File: config.mk
export PLATFORM = sky130hd
export DESIGN_NAME = control_unit
export DESIGN_NICKNAME = d
export VERILOG_FILES = /design/src/rtl/control_unit_pkg.sv /design/src/rtl/dec3to8.sv /design/src/rtl/control_unit.sv
export SDC_FILE = /design/constraint.sdc
export NUM_CORES = 1
export LEC_CHECK = 0
export CELL_PAD_IN_SITES_DETAIL_PLACEMENT = 1
export CELL_PAD_IN_SITES_GLOBAL_PLACEMENT = 2
export CORE_MARGIN = 3
export CORE_UTILIZATION = 21
export DETAILED_ROUTE_END_ITERATION = 12
export GPL_ROUTABILITY_DRIVEN = 0
export PLACE_DENSITY_LB_ADDON = 0.1
export SYNTH_ARGS = -nofsm -noshare
export SYNTH_HDL_FRONTEND = slang
export SYNTH_SLANG_ARGS = --single-unit
File: constraint.sdc
create_clock -name Clock -period 1.5 [get_ports Clock]
set_input_delay 0.15 -clock Clock [delete_from_list [all_inputs] [get_ports Clock]]
set_output_delay 0.15 -clock Clock [all_outputs]
set_load 0.02 [all_outputs]
File: src/rtl/control_unit_pkg.sv
// Shared constants and types for the multicycle processor control stage:
// instruction opcodes, step numbers and the per-step control bundle.
package control_unit_pkg;

  localparam int IW_DEF   = 9;
  localparam int NREG_DEF = 8;

  localparam logic [2:0] OP_MV  = 3'b000;
  localparam logic [2:0] OP_MVI = 3'b001;
  localparam logic [2:0] OP_ADD = 3'b010;
  localparam logic [2:0] OP_SUB = 3'b011;

  localparam logic [2:0] T0 = 3'd0;
  localparam logic [2:0] T1 = 3'd1;
  localparam logic [2:0] T2 = 3'd2;
  localparam logic [2:0] T3 = 3'd3;

  // Register selects name the operand field (X or Y) rather than a register.
  typedef struct packed {
    logic rin_x;
    logic rout_x;
    logic rout_y;
    logic din_out;
    logic ain;
    logic gin;
    logic gout;
    logic add_sub;
    logic done;
  } ctrl_t;

endpackage

File: src/rtl/dec3to8.sv
// 3-bit index to one-hot decoder with enable; all zeros when disabled.
module dec3to8 #(
  parameter int N = 8
) (
  input  logic [2:0]   idx_i,
  input  logic         en_i,
  output logic [N-1:0] onehot_o
);

  always_comb begin
    // NOTE: default assignment first, so no path through the block leaves the output unassigned (no latch).
    onehot_o = '0;
    if (en_i) onehot_o[idx_i] = 1'b1;
  end

endmodule

File: src/rtl/control_unit.sv
// Control stage: latches the instruction at T0, then drives the datapath
// enables for T1..T3 and asks the step counter to clear when done or idle.
module control_unit
  import control_unit_pkg::*;
#(
  parameter int IW   = IW_DEF,
  parameter int NREG = NREG_DEF
) (
  input  logic            Clock,
  input  logic            Resetn,
  input  logic            Run,
  input  logic [IW-1:0]   DIN,
  input  logic [2:0]      Tstep,
  output logic [NREG-1:0] Rin,
  output logic [NREG-1:0] Rout,
  output logic            DINout,
  output logic            Ain,
  output logic            Gin,
  output logic            Gout,
  output logic            AddSub,
  output logic            Done,
  output logic            Clear
);

  logic [IW-1:0]   ir_q, ir_d;
  logic            busy_q, busy_d;
  logic [2:0]      opcode, rx, ry;
  logic            active, is_alu;
  ctrl_t           ctrl;
  logic [NREG-1:0] x_hot, y_hot;

  assign opcode = ir_q[IW-1 -: 3];
  assign rx     = ir_q[5:3];
  assign ry     = ir_q[2:0];
  assign is_alu = (opcode == OP_ADD) || (opcode == OP_SUB);
  // Holding Resetn low must silence every enable even before the flops settle.
  assign active = Resetn & busy_q;

  always_ff @(posedge Clock or negedge Resetn) begin
    if (!Resetn) begin
      ir_q   <= '0;
      busy_q <= 1'b0;
    end else begin
      // NOTE: non-blocking so each register samples the pre-edge value of every other.
      ir_q   <= ir_d;
      busy_q <= busy_d;
    end
  end

  always_comb begin
    ir_d   = ir_q;
    busy_d = busy_q;
    if (Tstep == T0) begin
      busy_d = Run;
      if (Run) ir_d = DIN;
    end else if (Tstep > T3 || ctrl.done) begin
      busy_d = 1'b0;
    end
  end

  always_comb begin
    ctrl = '0;
    if (active) begin
      case (Tstep)
        T1: begin
          case (opcode)
            OP_MV: begin
              ctrl.rout_y = 1'b1;
              ctrl.rin_x  = 1'b1;
              ctrl.done   = 1'b1;
            end
            OP_MVI: begin
              ctrl.din_out = 1'b1;
              ctrl.rin_x   = 1'b1;
              ctrl.done    = 1'b1;
            end
            OP_ADD, OP_SUB: begin
              ctrl.rout_x = 1'b1;
              ctrl.ain    = 1'b1;
            end
            default: ctrl.done = 1'b1;
          endcase
        end
        T2: begin
          if (is_alu) begin
            ctrl.rout_y  = 1'b1;
            ctrl.gin     = 1'b1;
            ctrl.add_sub = (opcode == OP_SUB);
          end
        end
        T3: begin
          if (is_alu) begin
            ctrl.gout  = 1'b1;
            ctrl.rin_x = 1'b1;
            ctrl.done  = 1'b1;
          end
        end
        default: ;
      endcase
    end
  end

  dec3to8 #(.N(NREG)) u_dec_x (
    .idx_i    (rx),
    .en_i     (ctrl.rin_x | ctrl.rout_x),
    .onehot_o (x_hot)
  );

  dec3to8 #(.N(NREG)) u_dec_y (
    .idx_i    (ry),
    .en_i     (ctrl.rout_y),
    .onehot_o (y_hot)
  );

  assign Rin    = ctrl.rin_x  ? x_hot : '0;
  assign Rout   = (ctrl.rout_x ? x_hot : '0) | y_hot;
  assign DINout = ctrl.din_out;
  assign Ain    = ctrl.ain;
  assign Gin    = ctrl.gin;
  assign Gout   = ctrl.gout;
  assign AddSub = ctrl.add_sub;
  assign Done   = ctrl.done;
  // busy low at T1..T3 means a stray count (e.g. reset released mid-count).
  assign Clear  = ~Resetn | ctrl.done | ((Tstep == T0) & ~Run) | (Tstep > T3)
                | (~busy_q & (Tstep != T0));

endmodule

==> out/results.ini, run 1 <==
[timing]
max-slew-margin-rel_pct=74.5
fmax_mhz=534
setup_viol=22
fin_hold_ws_ns=0.0445
report.final.slew_viol_count=0
worst_slack_ns=-0.373
rsz0062_at_grt=yes
tns_ns=-5.14
fin_worst_skew_ns=0.000220
final_hold_viol_count=0
finalCritPeriodShare_pct=125
period_minus_slack_ns=1.87
tightestPinTransition_ns=0.383

[cells_and_area]
final_cell_mix=buf_4, buf_6, dfrtp_1, clkdlybuf4s50_1
nets=188
instances_no_fill=220
syn2layout_area_growth_pct=136
drive_gt1_share_pct=71.5
diodes=0
layout_commonest_cell=buf_4

[critical_path]
arrival_ns=1.72
cp-end-kind=output pin
critPathMaxFanout=3
crit_type=reg -> out
reg2reg_slack_ns=0
r2r_cells=5
reg2reg_to=busy_q$_DFFE_PN0P_
start_kind=flip-flop
crit_end=Rout[7]
worstPathRequired_ns=1.35
crit_start=ir_q[6]$_DFFE_PN0P_
r2r-start=ir_q[7]$_DFFE_PN0P_

[floorplanning]
die-width_um=69.0
io_pins=38
dieArea_um2=4770
row_count=22
die_h_um=69.0
initial_core_util_pct=22.3
core_um2=3740

[global_route]
antenna_found_initial=0
first_global_vias=1129
grt_pass1_wl_um=5610
grt_remaining_overflow=0
grt_max_degree=9
grt_util_all_layers_pct=14.5

[synthesis]
netlist-cell-type-count=36
syn_inst=87
yosys.area.top_type_share_pct=30.0
synth_nets=102
yosysTopAreaCell=dfrtp_1
synth_area_leaders=dfrtp_1, mux2_2, o22ai_1
synth_area_per_cell_um2=9.59
synth_warnings=0
netlist_area_um2=835
ys_seq_elements=10
synth_seq_area_share_pct=30.0

[drt]
ant_nets=0
num_vias=1046
post_drt_via_cell_ratio=4.75
drtPass1Iterations=4
wl_um=3490
first_iter_violations=26
wire_per_inst_um=15.8
drc=0

[clock_network]
ctsHoldBuffers=0
clock_latency_ns=0.24
cts_sinks=10
cts_tree=built
cts_buffers=3
root_buffer=clkbuf_8
h-tree-depth=1
clk_pin_slew_ns=0.05
clk_path_buf_depth=2

[pwr]
finalPower_mw=1.35
peakVddDrop_mv=0.537
power_leakage_nw=0.824
p_per_area_nw_per_um2=685

[place]
port_buffers=37
dp_cells=200
dpl.hpwl_um=2510

[hold_path]
min_path_type=in -> async

[run_status]
status=complete, but fails checks
violations=setup timing

[run]
cap_violations=0

## what timing repair did
item / in CTS / in global routing
cloned: 1 / 0
hold endpoints to repair: 0 / 0
gates resized for setup: 158 / 39
setup endpoints to repair: 33 / 24
pin swaps: 10 / 10
buffers inserted: 11 / 7
## logic make-up (layout without fill, tap and decap cells)
| logic type | count (synthesis) | after routing | share of synthesized area [%] |
|---|---|---|---|
| AND/OR/NAND/NOR | 44 | 45 | 38.2 |
| flip-flops | 10 | 10 | 30.0 |
| AO/OA/AOI/OAI | 16 | 16 | 14.5 |
| XOR/XNOR | 2 | 2 | 2.10 |
| multiplexers | 9 | 9 | 12.1 |
| buffers and inverters | 6 | 90 | 3.00 |
## final cells by class
type / instances / area, um^2
repair buffers: 83 / 747
fillers: 425 / 1780
multi-input cells: 72 / 842
inverters: 3 / 11.3
well taps: 48 / 60.1
flip-flops and latches: 10 / 251
clock buffers: 4 / 55.1
## cell usage after synthesis
cell type and instances:
a21oi_1 1, a31o_2 1, and2_1 2, and2b_1 1
and3_1 1, and3b_1 2, and4_1 1, and4b_1 1
buf_2 2, clkbuf_1 1, dfrtp_1 10, inv_1 3
mux2_2 9, nand2_1 2, nand2b_1 4, nand2b_4 1
nand3b_1 1, nand4_1 2, nand4b_1 4, nor2_1 9
nor2_8 1, nor2b_1 1, nor3_1 5, nor4b_1 1
nor4b_4 1, o2111ai_1 4, o21ai_0 2, o22ai_1 6
o32ai_1 1, o32ai_2 1, or2_2 1, or3b_2 1
or3b_4 1, or4_4 1, xnor2_1 1, xor2_1 1
## flip-flops by register name, indices dropped and copies added, names as in the netlist
signal and cells:
ir_q 9, busy_q 1
## stage by stage
step / cell area (um^2) / setup slack [ns] / util [%]
2_1_floorplan: 925 / -0.0913 / -
3_3_place_gp: 1570 / -0.865 / 42.0
3_5_place_dp: 1570 / -0.938 / 42.0
4_1_cts: 1750 / -0.405 / 46.8
5_1_grt: 1970 / -0.469 / 52.5
6_report: 1970 / -0.373 / 52.5
## critical path, cell delays in order (launching register included)
cell and delay, ns:
dfrtp_1 0.40, nor4b_4 0.37, buf_6 0.19, o2111ai_4 0.15
o22ai_2 0.24, buf_6 0.15
## metal layers
metal,vias up,global-route usage [%],part of all wire [%]
met5,-,0,0
met4,0,5.86,2.1
met3,7,1.46,3.3
met2,28,24.2,52
met1,502,18.9,42
li1,509,-,-
## power breakdown
part / switching [mW] / total (mW) / internal (mW)
registers: 0.0847 / 0.411 / 0.327
clock network: 0.106 / 0.337 / 0.231
logic: 0.270 / 0.600 / 0.330
total: 0.461 / 1.35 / 0.887
## how the worst min path moves through the flow
stage / depth (start not counted) / slack (ns) / endpoint
floorplan: 0 / -0.15 / busy_q$_DFFE_PN0P_
global placement: 2 / 0.56 / ir_q[3]$_DFFE_PN0P_
detailed placement: 2 / 0.57 / ir_q[3]$_DFFE_PN0P_
CTS: 2 / 0.03 / ir_q[3]$_DFFE_PN0P_
global route: 2 / 0.07 / ir_q[3]$_DFFE_PN0P_
finish: 2 / 0.04 / ir_q[3]$_DFFE_PN0P_
(Power assumes the default switching activity.)
==> run 2: changes to the inputs <==
CORE_UTILIZATION = 22   (was 21)
CTS_BUF_LIST = sky130_fd_sc_hd__clkbuf_2 sky130_fd_sc_hd__clkbuf_4 sky130_fd_sc_hd__clkbuf_8   (was not set)
HOLD_SLACK_MARGIN = 0.06   (was not set)
==> run 2 against run 1 <==
The flow still finishes with violations (setup timing). Setup slack worse by 0.027 ns. Global-route usage increased by 2.2 points. Non-clock buffer count decreased by 4. Sequential share of layout area grew 0.79 points. Register-to-register slack worse by 0.30 ns. Clock power hardly changed. Core utilization increased by 0.45 points. Critical path type unchanged. Count of clock-buffer cells in the layout unchanged. Clock skew about the same. First-iteration DRC count grew 31%. Design area down 5.9%.
==> out/results.ini, run 2 (synthesis gave the netlist of run 1 again) <==
[timing]
fmax_mhz=526
tightestPinTransition_ns=0.284
max-slew-margin-rel_pct=80.9
period_minus_slack_ns=1.90
rsz0062_at_grt=yes
report.final.slew_viol_count=0
final_hold_viol_count=0
worst_slack_ns=-0.401
fin_worst_skew_ns=0.000177
finalCritPeriodShare_pct=127
setup_viol=23
fin_hold_ws_ns=0.325

[pwr]
p_switching_mw=0.444
power_leakage_nw=0.788
finalPower_mw=1.33
p_comb_share_pct=43.9
peakVddDrop_mv=0.480
p_sw_share_pct=33.4
internal-power_mw=0.885
p_clk_share_pct=25.2
p_per_area_nw_per_um2=717
p_seq_share_pct=30.9

[floorplanning]
die-width_um=67.6
die_h_um=67.6
core_um2=3490
row_count=21
io_pins=38
dieArea_um2=4570
initial_core_util_pct=23.9

[place]
port_buffers=37
dpl.hpwl_um=2530
dp_cells=198

[drt]
dr_wl_met2_um=1930
drtPass1Iterations=2
ant_nets=0
wl_um=3580
wl_met3_um=137
num_vias=1024
met1_length_um=1470
drc=0
highest_layer=met4
first_iter_violations=34
post_drt_via_cell_ratio=4.79
wire_per_inst_um=16.7

[clock_network]
h-tree-depth=1
clock_latency_ns=0.24
cts_tree=built
root_buffer=clkbuf_8
cts_sinks=10
cts_buffers=3
clk_path_buf_depth=2
clk_pin_slew_ns=0.05

[global_route]
grt_remaining_overflow=0
grt_util_all_layers_pct=16.6
grt_pass1_wl_um=5690
grt_max_degree=15
antenna_found_initial=0
first_global_vias=1090

[critical_path]
worstPathRequired_ns=1.35
cp-end-kind=output pin
crit_type=reg -> out
critPathMaxFanout=3
arrival_ns=1.75
start_kind=flip-flop

[cells_and_area]
final_cell_mix=buf_4, buf_6, clkdlybuf4s50_1
largest_register_ffs=9
nets=184
layout_commonest_cell=buf_4
top_regs=ir_q x9, busy_q x1
syn2layout_area_growth_pct=122
top_register=ir_q
diodes=0
drive_gt1_share_pct=67.3
instances_no_fill=214

[run_status]
violations=setup timing
status=complete, but fails checks

[run]
cap_violations=0

[hold_path]
min_path_type=in -> async

[run 2: layout make-up]
cell class                      instances  area, um^2
Inverter                                3        11.3
Sequential cell                        10         251
Timing Repair Buffer                   79         713
Multi-Input combinational cell         72         763
Tap cell                               46        57.6
Fill cell                             394        1640
Clock buffer                            4        55.1
[run 2: path summary, 6_finish.rpt]
kind / start / endpoint / slack [ns] / depth (start not counted)
worst min register to register: ir_q[0]$_DFFE_PN0P_ / ir_q[0]$_DFFE_PN0P_ / 0.62 / 2
worst max-delay path: ir_q[8]$_DFFE_PN0P_ / Rout[7] / -0.40 / 7
max in group asynchronous: Resetn / ir_q[7]$_DFFE_PN0P_ / 1.00 / 2
worst max register to register: ir_q[7]$_DFFE_PN0P_ / busy_q$_DFFE_PN0P_ / -0.30 / 6
min in group Clock: Tstep[1] / busy_q$_DFFE_PN0P_ / 0.51 / 4
worst min-delay path: Resetn / ir_q[3]$_DFFE_PN0P_ / 0.33 / 2
[run 2: power groups by stage]
stage / clock network [mW] / logic [mW] / registers (mW)
global route: 0.361 / 0.627 / 0.421
global placement: 0 / 0.442 / 0.395
finish: 0.334 / 0.584 / 0.410
CTS: 0.355 / 0.547 / 0.407
floorplan: 0 / 0.209 / 0.389
detailed placement: 0 / 0.459 / 0.399
[run 2: layer usage]
| layer | GRT usage (%) | vias up |
|---|---|---|
| li1 | - | 498 |
| met1 | 21.4 | 500 |
| met2 | 29.3 | 24 |
| met3 | 1.16 | 2 |
| met4 | 5.32 | 0 |
| met5 | 0 | - |
[run 2: repair_timing]
| item | CTS | global route |
|---|---|---|
| setup endpoints to repair | 33 | 33 |
| hold buffers | 0 | 0 |
| gates cloned | 1 | 0 |
| gates resized for setup | 158 | 18 |
| buffers inserted | 10 | 3 |
| pin swaps | 16 | 15 |
[run 2: critical path, stage by stage, from the launching register on]
cell	delay, ns
dfrtp_1	0.39
buf_6	0.12
and3b_2	0.26
buf_6	0.11
buf_6	0.11
o2111ai_4	0.15
o22ai_2	0.22
buf_6	0.14
[run 2: stage by stage]
step                area (um^2)  setup slack (ns)  setup TNS [ns]  utilization [%]
finish                     1850            -0.401           -6.39             53.0
global route               1850            -0.482           -8.23             53.0
CTS                        1810            -0.442           -7.11             51.7
detailed placement         1570            -0.895          -23.20             44.9
global placement           1570            -0.864          -21.73             44.9
floorplan                   925           -0.0913          -0.169                -
==> run 3: changes to the inputs <==
CORE_UTILIZATION = 26   (was 22)
SYNTH_HIERARCHICAL = 1   (was not set)
clock period = 2 ns   (was 1.5 ns; I/O delays follow)
==> run 3 against run 2 <==
Setup slack better by 0.14 ns. Synthesized cell count decreased by 3.4%. Hold slack worse by 0.010 ns. Non-clock buffer count decreased by 17. The flow still finishes with violations (setup timing). Clock power shrank 43%. First-iteration DRC count shrank 26%. Power decreased by 45%.
==> out/results.ini, run 3 <==
[run_status]
status=complete, but fails checks
violations=setup timing

[cells_and_area]
largest_register_ffs=9
drive_gt1_share_pct=56.5
diodes=0
layout_commonest_cell=buf_4
nets=163
top_regs=ir_q x9, busy_q x1
final_cell_area_um2=1550
final_cell_mix=buf_4, clkdlybuf4s50_1, buf_6
syn2layout_area_growth_pct=70.5
top_register=ir_q

[synthesis]
synth_top_flop_cell=dfrtp_1
syn_inst=84
synth_area_leaders=dfrtp_1, mux2_2, a21o_1
ys_seq_elements=10
yosysMostFrequentCell=dfrtp_1
synth_nets=99
synthTopCellsByCount=dfrtp_1, and2_1, mux2_2
synthArstFlopShare_pct=100
synth-edff-count=0
synth_area_per_cell_um2=10.8
synth_warnings=6
netlist-cell-type-count=34
yosys.area.top_type_share_pct=27.6
netlist_area_um2=907
yosysTopAreaCell=dfrtp_1
synth_seq_area_share_pct=27.6

[timing]
max-slew-margin-rel_pct=81.7
rsz0062_at_grt=yes
tns_ns=-2.00
setup_viol=13
final_hold_viol_count=0
worst_slack_ns=-0.256
fin_hold_ws_ns=0.315
fmax_mhz=443
finalCritPeriodShare_pct=113
fin_worst_skew_ns=0.0125
period_minus_slack_ns=2.26
report.final.slew_viol_count=0
tightestPinTransition_ns=0.271

[floorplanning]
die-width_um=65.1
dieArea_um2=4230
die_h_um=65.1
initial_core_util_pct=28.5
row_count=20
io_pins=38
core_um2=3180

[drt]
met1_length_um=1240
highest_layer=met3
wl_met3_um=162
drtPass1Iterations=5
wl_um=2780
num_vias=913
post_drt_via_cell_ratio=4.78
first_iter_violations=25
wire_per_inst_um=14.6
dr_wl_met2_um=1380
drc=0
ant_nets=0

[global_route]
grt_remaining_overflow=0
grt_util_all_layers_pct=13.9
first_global_vias=967
grt_max_degree=13
grt_pass1_wl_um=4590
antenna_found_initial=0

[clock_network]
cts_tree=built
cts_buffers=3
clock_latency_ns=0.28
root_buffer=clkbuf_4
clk_path_buf_depth=2
h-tree-depth=1
clk_pin_slew_ns=0.08
cts_sinks=10

[critical_path]
start_kind=flip-flop
crit_type=reg -> out
crit_start=ir_q[7]$_DFFE_PN0P_
reg2reg_to=busy_q$_DFFE_PN0P_
arrival_ns=2.06
r2r_cells=5
r2r-start=ir_q[7]$_DFFE_PN0P_
critPathMaxFanout=8
worstPathRequired_ns=1.80
cp-end-kind=output pin
reg2reg_slack_ns=0.45

[place]
dpl.hpwl_um=2210
port_buffers=37
dp_slack_ns=-0.691
place_area_um2=1470

[hold_path]
min_path_type=in -> async

[pwr]
power_leakage_nw=0.763
peakVddDrop_mv=0.311
p_per_area_nw_per_um2=473

[run]
cap_violations=0

## run 3: cell count changes in the layout (fill, tap and decap cells not counted), moves of 7 or more
| cell | change |
|---|---|
| buf_6 | -14 |
| and2_1 | +7 |
| a21o_1 | +8 |
| buf_4 | -10 |
## run 3: worst max-delay path by stage
stage / to / slack [ns] / cells after the start
4_1_cts: Rout[0] / -0.27 / 7
5_1_grt: Rout[0] / -0.40 / 7
3_5_place_dp: Rin[0] / -0.69 / 9
2_1_floorplan: Rout[0] / 0.14 / 5
6_report: Rout[4] / -0.26 / 7
3_3_place_gp: Rout[4] / -0.65 / 8
## run 3: kinds of logic (layout without fill, tap and decap cells)
group,count (synthesis),in the layout,share of synthesized area (%)
multiplexers,9,9,11.2
flip-flops,10,10,27.6
AO/OA/AOI/OAI,13,13,10.1
AND/OR/NAND/NOR,47,47,47.2
buffers and inverters,4,67,3.03
XOR/XNOR,1,1,0.966
## run 3: final cells by class
class	count	area, um^2
Tap cell	44	55.1
Timing Repair Buffer	62	532
Sequential cell	10	250
Multi-Input combinational cell	70	669
Inverter	1	3.75
Clock buffer	4	36.3
Fill cell	375	1630
## run 3: layer usage
metal	up-vias	track usage (%)
li1	453	-
met1	438	17.9
met2	22	23.5
met3	0	4.85
met4	0	0.777
met5	-	0
## run 3: stage by stage
step / instances / utilization (%) / total power [mW]
final: 191 / 48.7 / 0.732
after global routing: 191 / 48.7 / 0.787
after CTS: 187 / 47.2 / 0.730
after detailed placement: 183 / 46.1 / 0.523
after global placement: 183 / 46.1 / 0.512
after floorplan: 84 / - / 0.402
## run 3: critical path, cell delays in order, from the launching register on
cell	delay [ns]
dfrtp_1	0.41
or4b_1	0.52
o21ai_1	0.09
nor3b_2	0.17
buf_4	0.16
and4bb_2	0.24
a21o_1	0.10
buf_6	0.11
## run 3: repair_timing
item	4_1_cts	5_1_grt
buffers inserted	0	4
pin swaps	1	2
resized for setup	103	18
setup endpoints to repair	23	22
hold buffers	0	0
## run 3: where the power goes
group          switching [mW]  leakage, nW  internal (mW)
clock network          0.0791       0.0210          0.111
registers              0.0784        0.122          0.243
logic                  0.0778        0.620          0.143
